[config.mk]
export PLATFORM = sky130hd
export DESIGN_NAME = spi_rx
export DESIGN_NICKNAME = d
export VERILOG_FILES = /design/src/rtl/spi_rx.sv
export SDC_FILE = /design/constraint.sdc
export NUM_CORES = 1
export LEC_CHECK = 0
export ABC_CLOCK_PERIOD_IN_PS = 4800
export BUFFER_PORTS_ARGS = -buffer_cell sky130_fd_sc_hd__buf_2
export CORE_AREA = 5 5 93 95
export DETAILED_ROUTE_END_ITERATION = 7
export DIE_AREA = 0 0 98 100
export PLACE_DENSITY = 0.82
export SYNTH_ARGS = -nofsm -noshare
export SYNTH_HDL_FRONTEND = slang
export SYNTH_SLANG_ARGS = --single-unit
export TNS_END_PERCENT = 1
[constraint.sdc]
create_clock -name clk_i -period 4.8 [get_ports clk_i]
set_clock_uncertainty 0.2 [all_clocks]
set_input_delay 0.72 -clock clk_i [delete_from_list [all_inputs] [get_ports clk_i]]
set_output_delay 0.72 -clock clk_i [all_outputs]
set_load 0.05 [all_outputs]
[src/rtl/spi_rx.sv]
// ============================================================================
// Module   : spi_rx
// Purpose  : SPI receive shifter; MSB-first by default, SPI_RX_LSB_FIRST_EN
//            selects LSB-first. Assembles 32-bit words onto a valid/ready port.
// Revision : 1.0
// ============================================================================
`default_nettype none

module spi_rx (
  input  logic        clk_i,
  input  logic        rstn_i,
  input  logic        en_i,
  input  logic        rx_edge_i,
  input  logic        sdi_i,
  input  logic [15:0] rx_len_i,
  input  logic        rx_len_update_i,
  output logic [31:0] rx_data_o,
  output logic        rx_data_vld_o,
  input  logic        rx_data_rdy_i,
  output logic        rx_done_o,
  output logic        rx_ovf_o
);

  localparam logic [1:0] ST_IDLE = 2'd0;
  localparam logic [1:0] ST_RECV = 2'd1;
  localparam logic [1:0] ST_DONE = 2'd2;

  logic [1:0]  state_q, state_d;
  logic [15:0] len_q;
  logic [15:0] bit_cnt_q;
  logic [4:0]  word_cnt_q;
  logic [31:0] shift_q;
  logic [31:0] shift_d;
  logic [31:0] word_val;
  logic [31:0] data_q;
  logic        vld_q;
  logic        done_q;
  logic        ovf_q;

  logic        last_bit;
  logic        start;
  logic        sample;
  logic        word_end;
  logic        last_edge;

  assign last_bit = (bit_cnt_q == (len_q - 16'd1));

  always_ff @(posedge clk_i) begin
    if (!rstn_i) state_q <= ST_IDLE;
    else         state_q <= state_d;
  end

  always_comb begin
    state_d = state_q;
    case (state_q)
      ST_IDLE: if (en_i && (len_q != 16'd0)) state_d = ST_RECV;
      ST_RECV: begin
        if (!en_i)                      state_d = ST_IDLE;
        else if (rx_edge_i && last_bit) state_d = ST_DONE;
      end
      ST_DONE: if (!en_i) state_d = ST_IDLE;
      default: state_d = ST_IDLE;
    endcase
  end

  // An abort (en_i low) wins over a coincident strobe, so the strobe is not sampled.
  always_comb begin
    start     = (state_q == ST_IDLE) && en_i && (len_q != 16'd0);
    sample    = (state_q == ST_RECV) && en_i && rx_edge_i;
    word_end  = sample && ((word_cnt_q == 5'd31) || last_bit);
    last_edge = sample && last_bit;
  end

`ifdef SPI_RX_LSB_FIRST_EN
  // Partial words sit in the top bits; shift them down to right-align.
  assign shift_d  = {sdi_i, shift_q[31:1]};
  assign word_val = shift_d >> (5'd31 - word_cnt_q);
`else
  assign shift_d  = {shift_q[30:0], sdi_i};
  assign word_val = shift_d;
`endif

  always_ff @(posedge clk_i) begin
    if (!rstn_i) begin
      len_q      <= '0;
      bit_cnt_q  <= '0;
      word_cnt_q <= '0;
      shift_q    <= '0;
      data_q     <= '0;
      vld_q      <= 1'b0;
      done_q     <= 1'b0;
      ovf_q      <= 1'b0;
    end else begin
      if (rx_len_update_i) len_q <= rx_len_i;
      done_q <= 1'b0;

      if (start) begin
        bit_cnt_q  <= '0;
        word_cnt_q <= '0;
        shift_q    <= '0;
        ovf_q      <= 1'b0;
      end else if (sample) begin
        bit_cnt_q  <= bit_cnt_q + 16'd1;
        word_cnt_q <= word_cnt_q + 5'd1;
        shift_q    <= word_end ? '0 : shift_d;
      end

      if (vld_q && rx_data_rdy_i) vld_q <= 1'b0;

      // A word completing against a stalled, still-full output register is lost.
      if (word_end) begin
        if (vld_q && !rx_data_rdy_i) begin
          ovf_q <= 1'b1;
        end else begin
          data_q <= word_val;
          vld_q  <= 1'b1;
        end
      end

      if (last_edge) done_q <= 1'b1;
    end
  end

  assign rx_data_o     = data_q;
  assign rx_data_vld_o = vld_q;
  assign rx_done_o     = done_q;
  assign rx_ovf_o      = ovf_q;

endmodule

`default_nettype wire

### Word-level counts from Yosys, hierarchy flattened

Index checks and enable logic that the tools add are counted.

* bits in registers: 105
* bits of input ports: 23
* output and inout bits: 35
* word-level logic and storage cells: 51

* add/subtract/negate cells: 3
* eq/ne operators: 7
* muxes and demuxes: 13
* bitwise operators: 2
* reduce and logical (&&, ||, !) cells: 17

Operator list (count)
* $mux W31: 1
* $add A16 B1 Y16 const B: 1
* $eq A16 B16 Y1: 1
* $reduce_bool A16 Y1: 1
* $sub A16 B1 Y16 const B: 1
* $logic_and A1 B1 Y1: 10
* $mux W2: 4
* $mux W1: 7
* $pmux W2 S3: 1
* $add A5 B1 Y5 const B: 1
* $eq A5 B5 Y1 const B: 1
* $ne A2 B2 Y1 const B: 2
* $ne A3 B3 Y1 const B: 1
* $reduce_and A3 Y1: 1
* $eq A2 B1 Y1 const B: 1
* $eq A2 B2 Y1 const B: 1
* $logic_not A2 Y1: 1
* $not A1 Y1: 2
* $reduce_and A2 Y1: 1
* $reduce_or A2 Y1: 1
* $logic_not A1 Y1: 1
* $logic_or A1 B1 Y1: 1

### Logic depth before layout (Yosys ltp)

Gate-level depths: netlist (run 1).

* depth in word-level cells: 6
* depth in mapped cells: 12
* gate-level depth less buffers: 10

### Least setup slack after synthesis (run 1)

No wires, ideal clock.

* kind: flip-flop to flip-flop
* start: reg len_q[2]
* end: reg data_q[10] (netlist: rx_data_o[10])
* arrival: 3.021 ns
* data required time: 4.528 ns
* slack: 1.508 ns
* cell stages (with the launch flop): 12
* buffers on the path: 3
* path through: dfxtp_1 > or4_4 > or4_1 > buf_2 > o21a_1 > or4_4 > o211ai_2 > and4_4 > o211a_1 > buf_6 > buf_12 > mux2i_1

* cells in the longest elaborated chain, start to end: 5

Ends and longest elaborated chain
* start, declared: line 29 `logic [15:0] len_q;`
* start signal, assigned: line 94 `if (rx_len_update_i) len_q <= rx_len_i;`
* $sub A16 B1 Y16: line 46 `assign last_bit = (bit_cnt_q == (len_q - 16'd1));`
* $eq A16 B16 Y1: line 46
* $logic_or A1 B1 Y1: line 70 `word_end = sample && ((word_cnt_q == 5'd31) || last_bit);`
* $logic_and A1 B1 Y1: line 70
* $reduce_and A2 Y1 (no line)
* end signal, assigned: line 115 `data_q <= word_val;`
* end, declared: line 35 `logic [31:0] data_q;`

No other way between the ends.
A chain may end at the register's enable or synchronous reset.

### Worst setup path in the final report (run 1)

* start: reg len_q[2]
* end: reg data_q[15] (netlist: rx_data_o[15])

The elaborated chain is that of the path after synthesis.

==> results.ini, run 1 <==
[grt]
grt_overflow = 0
track_usage = 0.182
grt_max_degree = 84
grt_pass1_wl_mm = 14.8
grt_antenna_before_repair = 0
grt_pass1_vias = 3254

[die]
die_width_um = 98
fp.coreArea_mm2 = 0.00765
die_y_um = 100
start_util = 0.585
ios = 58
fp.dieArea_mm2 = 0.00980
rows = 32

[clock_network]
htree_levels = 3
post_cts_resized = 0
clock_latency_ps = 360
cts_hold_buffers = 0
cts_setup_buffers = 0
clkSlewWorstSetupHoldPaths_ps = 100
cts_tree = built
cts_buffer_depth = 2
numCtsBuffers = 9
cts-root-buf = clkbuf_8
cts.sinks = 105

[flow_run]
maxCapViolCount = 0

[logic_synthesis]
synth_area_mm2 = 0.00447
synth_nets = 491
yosysSeqAreaShare = 0.470
postSynthAreaPerCell_um2 = 9.64
synth_flop_cell = dfxtp_1
synth_cells = 464
synth_cell_type_count = 45
ys_seq_elements = 105
synth_warnings = 0
synth_edf_count = 0
async_flop_share = 0

[layout]
nNetsFinal = 536
final_common_cell = dfxtp_1
drive_gt1_frac = 0.171
syn_to_final_growth_pct = 11.4
final_cell_mix = dfxtp_1, nand2_1, buf_2
diodes = 0
fin_cells = 616

[routing]
routed-via-count = 3410
post-route-drc-count = 0
antenna_left = 0
totalWireLength_mm = 8.83
wl_per_cell_um = 14.3
drt_first_pass_iters = 4
drt_iter0_markers = 176
vias_per_cell = 5.54

[worst_setup_path]
startpoint = len_q[2]
r2r_cells = 9
arrival_ps = 4060
rrSetupSlack_ps = 830
r2r_start = len_q[2]
worstPathMaxFanout = 18
startpoint_type = flop
crit_required_ps = 4890
path_class = reg -> reg
critPathCapture = rx_data_o[15]
r2r-end = rx_data_o[15]
crit_path_end_kind = flop

[placement]
place_hpwl_mm = 6.02
dp.cells = 600
gp_congestion = 0.780
port_buffers = 57

[sta]
whs_ps = 258
slew_viol_final = 0
setup_violations = 0
worst_slew_margin_rel = 0.373
tns_ps = 0
worst_pin_slew_ps = 940
fin_crit_ps = 3970
fin_crit_sh = 0.827
hold_viol = 0
max_clock_freq_mhz = 252
rsz0062_at_grt = no

[run_status]
status = finished, final reports clean

[hold_path]
hp-class = reg -> reg
min_from = rx_data_o[29]

[power_and_ir_drop]
ir_drop_mv = 0.175
power.leakage_uw = 0.00193
power_density_mw_per_mm2 = 311
total_power_uw = 1550

==> Yosys cell counts, types with 2 or more instances <==
library cell / n / area share
clkbuf_1: 21 / 0.018
xor2_1: 19 / 0.037
a31oi_1: 2 / 0.0028
buf_12: 3 / 0.013
and3_1: 3 / 0.0042
buf_2: 4 / 0.0045
o21ai_0: 6 / 0.0067
and3b_1: 2 / 0.0039
mux2i_1: 51 / 0.11
a21oi_1: 3 / 0.0034
nand3_1: 8 / 0.0089
inv_1: 7 / 0.0059
nand4_1: 12 / 0.017
nor2b_1: 19 / 0.027
or4_4: 2 / 0.0050
o211ai_1: 2 / 0.0034
xnor2_1: 14 / 0.027
o211a_1: 2 / 0.0045
nand2b_1: 3 / 0.0042
a22o_1: 31 / 0.061
dfxtp_1: 105 / 0.47
nor2_1: 33 / 0.028
or3_1: 2 / 0.0028
nand2_1: 76 / 0.064
or4_1: 3 / 0.0050
nor4_1: 2 / 0.0028
nor4b_2: 2 / 0.0067
nor3_1: 7 / 0.0078
ha_1: 4 / 0.011
==> power breakdown <==
group | internal (uW) | switching [uW] | total, uW | leakage [uW]
Combinational | 49.8 | 65.2 | 115 | 0.000991
Clock | 246 | 294 | 541 | 0.0000917
Sequential | 880 | 13.5 | 893 | 0.000849
Total | 1180 | 373 | 1550 | 0.00193
==> state kept, by name (all words and copies together) (netlist names) <==
name and flops:
bit_cnt_q 16, len_q 16, rx_data_o 32, rx_data_vld_o 1
rx_done_o 1, rx_ovf_o 1, shift_q 31, state_q 2
word_cnt_q 5
==> per-stage QoR <==
stage                     worst slack (ps)  utilization  instance area, um^2
after global routing                   670        0.652                 4980
after CTS                              839        0.652                 4980
after detailed placement               885        0.626                 4790
after floorplan                       1510            -                 4470
after global placement                 987        0.626                 4790
final                                  829        0.652                 4980
==> worst max-delay path: stages, from the launching register on <==
cell and delay (ps):
dfxtp_1 380, or4_4 580, or4_1 600, o21a_1 260
or4_4 510, o211ai_2 70, and4_4 280, o211a_2 540
buf_12 250, mux2i_1 210
==> routing by layer <==
metal	track usage	part of all wire	vias up
met5	0	0	-
met2	0.308	0.48	76
met3	0.0334	0.045	15
met4	0.0820	0.020	0
li1	-	-	1694
met1	0.226	0.46	1625
==> kinds of logic (layout without fill, tap and decap cells) <==
family                     after synthesis  count (layout)  synth area share
AOI/OAI and AO/OA                       54              54            0.0965
xor gates and xnor gates                33              33            0.0646
adders and majority gates                4               4            0.0112
DFF                                    105             105             0.470
buffers and inverters                   36              86            0.0439
and+or+nand+nor                        180             180             0.197
muxes                                   52              52             0.117
==> how the worst min path moves through the flow <==
stage               cells past startpoint             to
floorplan                               2  rx_data_o[31]
global placement                        2   rx_data_o[6]
detailed placement                      2  rx_data_o[31]
CTS                                     2  rx_data_o[27]
global route                            2  rx_data_o[16]
finish                                  2  rx_data_o[29]
==> area by class of cell <==
class	count	area, um^2
Timing Repair Buffer	63	343
Tap cell	102	128
Sequential cell	105	2100
Clock inverter	5	65.1
Inverter	7	26.3
Fill cell	614	2670
Clock buffer	11	131
Multi-Input combinational cell	323	2190
(Power assumes the default switching activity.)
==> inputs of run 2 (changes only) <==
==> config.mk (replaced) <==
export PLATFORM = sky130hd
export DESIGN_NAME = spi_rx
export DESIGN_NICKNAME = d
export VERILOG_FILES = /design/src/rtl/spi_rx.sv
export SDC_FILE = /design/constraint.sdc
export NUM_CORES = 1
export LEC_CHECK = 0
export ABC_CLOCK_PERIOD_IN_PS = 4000
export BUFFER_PORTS_ARGS = -buffer_cell sky130_fd_sc_hd__buf_2
export CORE_AREA = 5 5 95 97
export DETAILED_ROUTE_END_ITERATION = 7
export DIE_AREA = 0 0 100 102
export PLACE_DENSITY = 0.78
export SYNTH_ARGS = -nofsm -noshare
export SYNTH_HDL_FRONTEND = slang
export SYNTH_SLANG_ARGS = --single-unit
export TNS_END_PERCENT = 1
==> constraint.sdc (replaced) <==
create_clock -name clk_i -period 4 [get_ports clk_i]
set_clock_uncertainty 0.2 [all_clocks]
set_input_delay 0.6 -clock clk_i [delete_from_list [all_inputs] [get_ports clk_i]]
set_output_delay 0.6 -clock clk_i [all_outputs]
set_load 0.05 [all_outputs]
==> results.ini, run 2 (same netlist as run 1, synthesis figures left out) <==
[run_status]
status = finished, final reports clean

[worst_setup_path]
rrSetupSlack_ps = 390
path_common_cell = or4_4
worstPathCellList = or4_4 -> or4_1 -> o21a_1 -> or4_4 -> o211ai_2 -> and4_4 -> o211a_2 -> buf_12 -> mux2i_1
arrival_ps = 3710
r2r_start = len_q[2]
cpMaxStageDelayCell = or4_4
r2r-end = rx_data_o[28]
startpoint_type = flop
crit_family = simple AND/OR/NAND/NOR gates
crit_required_ps = 4100
crit_path_end_kind = flop
worstPathMaxFanout = 32
cpPeakStageDelay_ps = 580
critPathBufInv = 1
path_class = reg -> reg
r2r_cells = 9

[sta]
finalWorstSetupSlack_ps = 390
rsz0062_at_grt = no
setup_violations = 0
worst_slew_margin_rel = 0.501
slew_viol_final = 0
tns_ps = 0
fin_crit_ps = 3610
worst_pin_slew_ps = 749
hold_viol = 0
whs_ps = 247
max_clock_freq_mhz = 277
fin_crit_sh = 0.903

[clock_network]
cts_buffer_depth = 2
cts_tree = built
clock_latency_ps = 370
cts_setup_buffers = 0
post_cts_resized = 0
cts-root-buf = clkbuf_8
cts.sinks = 105
htree_levels = 3
clkSlewWorstSetupHoldPaths_ps = 110
cts_hold_buffers = 0
numCtsBuffers = 9

[grt]
grt_overflow = 0
track_usage = 0.183
grt_antenna_before_repair = 0
grt_pass1_vias = 3406
grt_max_degree = 84
grt_pass1_wl_mm = 15.2

[die]
ios = 58
fp.dieArea_mm2 = 0.0102
rows = 33
die_y_um = 102
fp.coreArea_mm2 = 0.00805
die_width_um = 100
start_util = 0.556

[placement]
dp.cells = 603
place_hpwl_mm = 6.08
gp_congestion = 0.842
post_dp_cell_area_mm2 = 0.00479
port_buffers = 57
preCtsSetupSlack_ps = 402

[hold_path]
whs_path_depth = 2
min_from = sdi_i
min_to = shift_q[0]
hp-class = in -> reg

[routing]
drt_iter0_markers = 146
vias_per_cell = 5.44
drt_first_pass_iters = 4
routed-via-count = 3365
totalWireLength_mm = 8.84
post-route-drc-count = 0
antenna_left = 0
wl_per_cell_um = 14.3

[power_and_ir_drop]
power.leakage_uw = 0.00194
ir_drop_mv = 0.221
power_density_mw_per_mm2 = 371

[layout]
diodes = 0
final_common_cell = dfxtp_1
drive_gt1_frac = 0.175
nFillCells = 717
final_cell_mix = dfxtp_1, nand2_1, buf_2
postLayoutCellArea_mm2 = 0.00498
fin_cells = 619
nNetsFinal = 536
largest_reg_flops = 32
syn_to_final_growth_pct = 11.3

[flow_run]
maxCapViolCount = 0

==> run 2: changes by cell type in the layout (fill, tap and decap cells not counted), sizes merged <==
| cell | before | now |
|---|---|---|
| inv | 8 | 12 |
| bufinv | 1 | 0 |
| clkbuf | 11 | 10 |
| clkinv | 1 | 0 |
| clkinvlp | 2 | 1 |
==> run 2: how the worst max path moves through the flow <==
stage          slack (ps)             to  cells after the start      from
4_1_cts               360  rx_data_o[28]                      9  len_q[2]
3_5_place_dp          400  rx_data_o[15]                      9  len_q[2]
5_1_grt               240  rx_data_o[28]                      9  len_q[2]
3_3_place_gp          500  rx_data_o[29]                      9  len_q[2]
2_1_floorplan         710  rx_data_o[10]                     11  len_q[2]
6_report              390  rx_data_o[28]                      9  len_q[2]
==> run 2: final cells by class <==
type / count / area (um^2) / area share
Tap cell: 105 / 131 / 0.0264
Timing Repair Buffer: 63 / 343 / 0.0688
Sequential cell: 105 / 2100 / 0.422
Clock inverter: 6 / 53.8 / 0.0108
Inverter: 7 / 26.3 / 0.00528
Clock buffer: 10 / 138 / 0.0276
Multi-Input combinational cell: 323 / 2190 / 0.439
==> run 2: metal layers <==
layer | wire length, um | part of all wire | vias to the layer above | global-route usage
li1 | - | - | 1692 | -
met1 | 4040 | 0.46 | 1598 | 0.218
met2 | 4290 | 0.49 | 66 | 0.323
met3 | 388 | 0.044 | 9 | 0.0437
met4 | 122 | 0.014 | 0 | 0.0653
met5 | 0 | 0 | - | 0
==> run 2: power breakdown <==
group          total (uW)  leakage (uW)  switching [uW]  internal (uW)
clock network         638     0.0000962             381            257
logic                 140      0.000990            79.1           60.5
registers            1070      0.000849            16.6           1060
==> run 2: per-stage QoR <==
stage | util | total power (uW)
floorplan | - | 1200
global placement | 0.595 | 1230
detailed placement | 0.595 | 1240
CTS | 0.619 | 1860
global route | 0.619 | 1930
finish | 0.619 | 1850
==> inputs of run 3 (changes only) <==
--- a/config.mk
+++ b/config.mk
@@ -10,7 +10,7 @@
 export CORE_AREA = 5 5 95 97
 export DETAILED_ROUTE_END_ITERATION = 7
 export DIE_AREA = 0 0 100 102
-export PLACE_DENSITY = 0.78
+export PLACE_DENSITY_LB_ADDON = 0.1
 export SYNTH_ARGS = -nofsm -noshare
 export SYNTH_HDL_FRONTEND = slang
 export SYNTH_SLANG_ARGS = --single-unit
==> results.ini, run 3 (same netlist as run 1, synthesis figures left out) <==
[layout]
nNetsFinal = 536
drive_gt1_frac = 0.175
syn_to_final_growth_pct = 11.5
final_common_cell = dfxtp_1
final_cell_mix = dfxtp_1, nand2_1, buf_2
diodes = 0
postLayoutCellArea_mm2 = 0.00499
largest_reg_flops = 32

[sta]
hold_viol = 0
rsz0062_at_grt = no
fin_crit_sh = 0.905
worst_slew_margin_rel = 0.485
fin_crit_ps = 3620
max_clock_freq_mhz = 276
slew_viol_final = 0
worst_pin_slew_ps = 772
tns_ps = 0
setup_violations = 0

[power_and_ir_drop]
power_density_mw_per_mm2 = 368
power.leakage_uw = 0.00194
ir_drop_mv = 0.213

[clock_network]
clock_latency_ps = 360
cts.sinks = 105
clkSlewWorstSetupHoldPaths_ps = 100
cts_setup_buffers = 0
cts_tree = built
numCtsBuffers = 9
cts_hold_buffers = 0
cts_buffer_depth = 2
post_cts_resized = 0
cts-root-buf = clkbuf_8
htree_levels = 3

[routing]
drt_first_pass_iters = 4
wl_per_cell_um = 14.0
routed-via-count = 3347
vias_per_cell = 5.41
post-route-drc-count = 0
antenna_left = 0
drt_iter0_markers = 157
totalWireLength_mm = 8.69

[grt]
use_met1 = 0.214
grtUsageMet3 = 0.0355
grt_max_degree = 84
track_usage = 0.180
grt_overflow = 0
gr-max-usage-layer = met2
grt_antenna_before_repair = 0
grt_pass1_wl_mm = 14.9
grt.met2_usage = 0.311
grt_pass1_vias = 3322

[hold_path]
min_to = rx_data_o[20]
hp-class = reg -> reg
min_from = rx_data_o[20]
whs_path_depth = 2

[worst_setup_path]
r2r_start = len_q[2]
arrival_ps = 3700
startpoint = len_q[2]
crit_path_end_kind = flop
r2r-end = rx_data_o[0]
r2r_cells = 9
startpoint_type = flop
crit_required_ps = 4090
rrSetupSlack_ps = 380
path_class = reg -> reg
worstPathMaxFanout = 32

[placement]
place_hpwl_mm = 5.97
port_buffers = 57
post_dp_cell_area_mm2 = 0.00480
gp_congestion = 0.872

[run_status]
status = finished, final reports clean

[die]
fp.coreArea_mm2 = 0.00805
die_width_um = 100
ios = 58
rows = 33
fp.dieArea_mm2 = 0.0102
start_util = 0.556
die_y_um = 102

[flow_run]
maxCapViolCount = 0

run 3: worst max-delay path by stage:
stage                     to  slack, ps  cells past startpoint
6_report        rx_data_o[0]        380                      9
3_5_place_dp   rx_data_o[10]        400                      9
2_1_floorplan  rx_data_o[10]        710                     11
4_1_cts         rx_data_o[0]        380                      9
3_3_place_gp    rx_data_o[4]        500                      9
5_1_grt         rx_data_o[4]        260                      9
run 3: worst max-delay path: stages, from the launching register on:
cell and delay, ps:
dfxtp_1 390, or4_4 590, or4_1 580, o21a_1 240
or4_4 510, o211ai_2 70, and4_4 280, o211a_2 210
buf_12 250, mux2i_1 220
run 3: layer usage:
layer  wire length [um]  up-vias  share of wire
met2               4260       62           0.49
met5                  0        -              0
met1               3880     1576           0.45
met3                316       18          0.036
li1                   -     1691              -
met4                228        0          0.026
run 3: cell type report:
class / instances / area (um^2)
clock buffer: 9 / 124
clock inverter: 7 / 63.8
fill: 717 / 3060
inverter: 7 / 26.3
multi-input combinational: 323 / 2190
sequential: 105 / 2100
tap: 105 / 131
timing repair buffer: 63 / 355
run 3: power by group:
group | switching (uW) | internal, uW
Sequential | 16.2 | 1060
Clock | 382 | 240
Combinational | 79.6 | 62.9
Total | 478 | 1360
run 3: metrics by stage:
step	instances	hold slack (ps)	setup slack [ps]	total power [uW]	utilization
floorplan	464	238	708	1200	-
global placement	603	239	496	1230	0.596
detailed placement	603	244	405	1240	0.596
CTS	619	261	375	1860	0.620
global route	619	266	261	1930	0.620
finish	619	262	382	1840	0.620
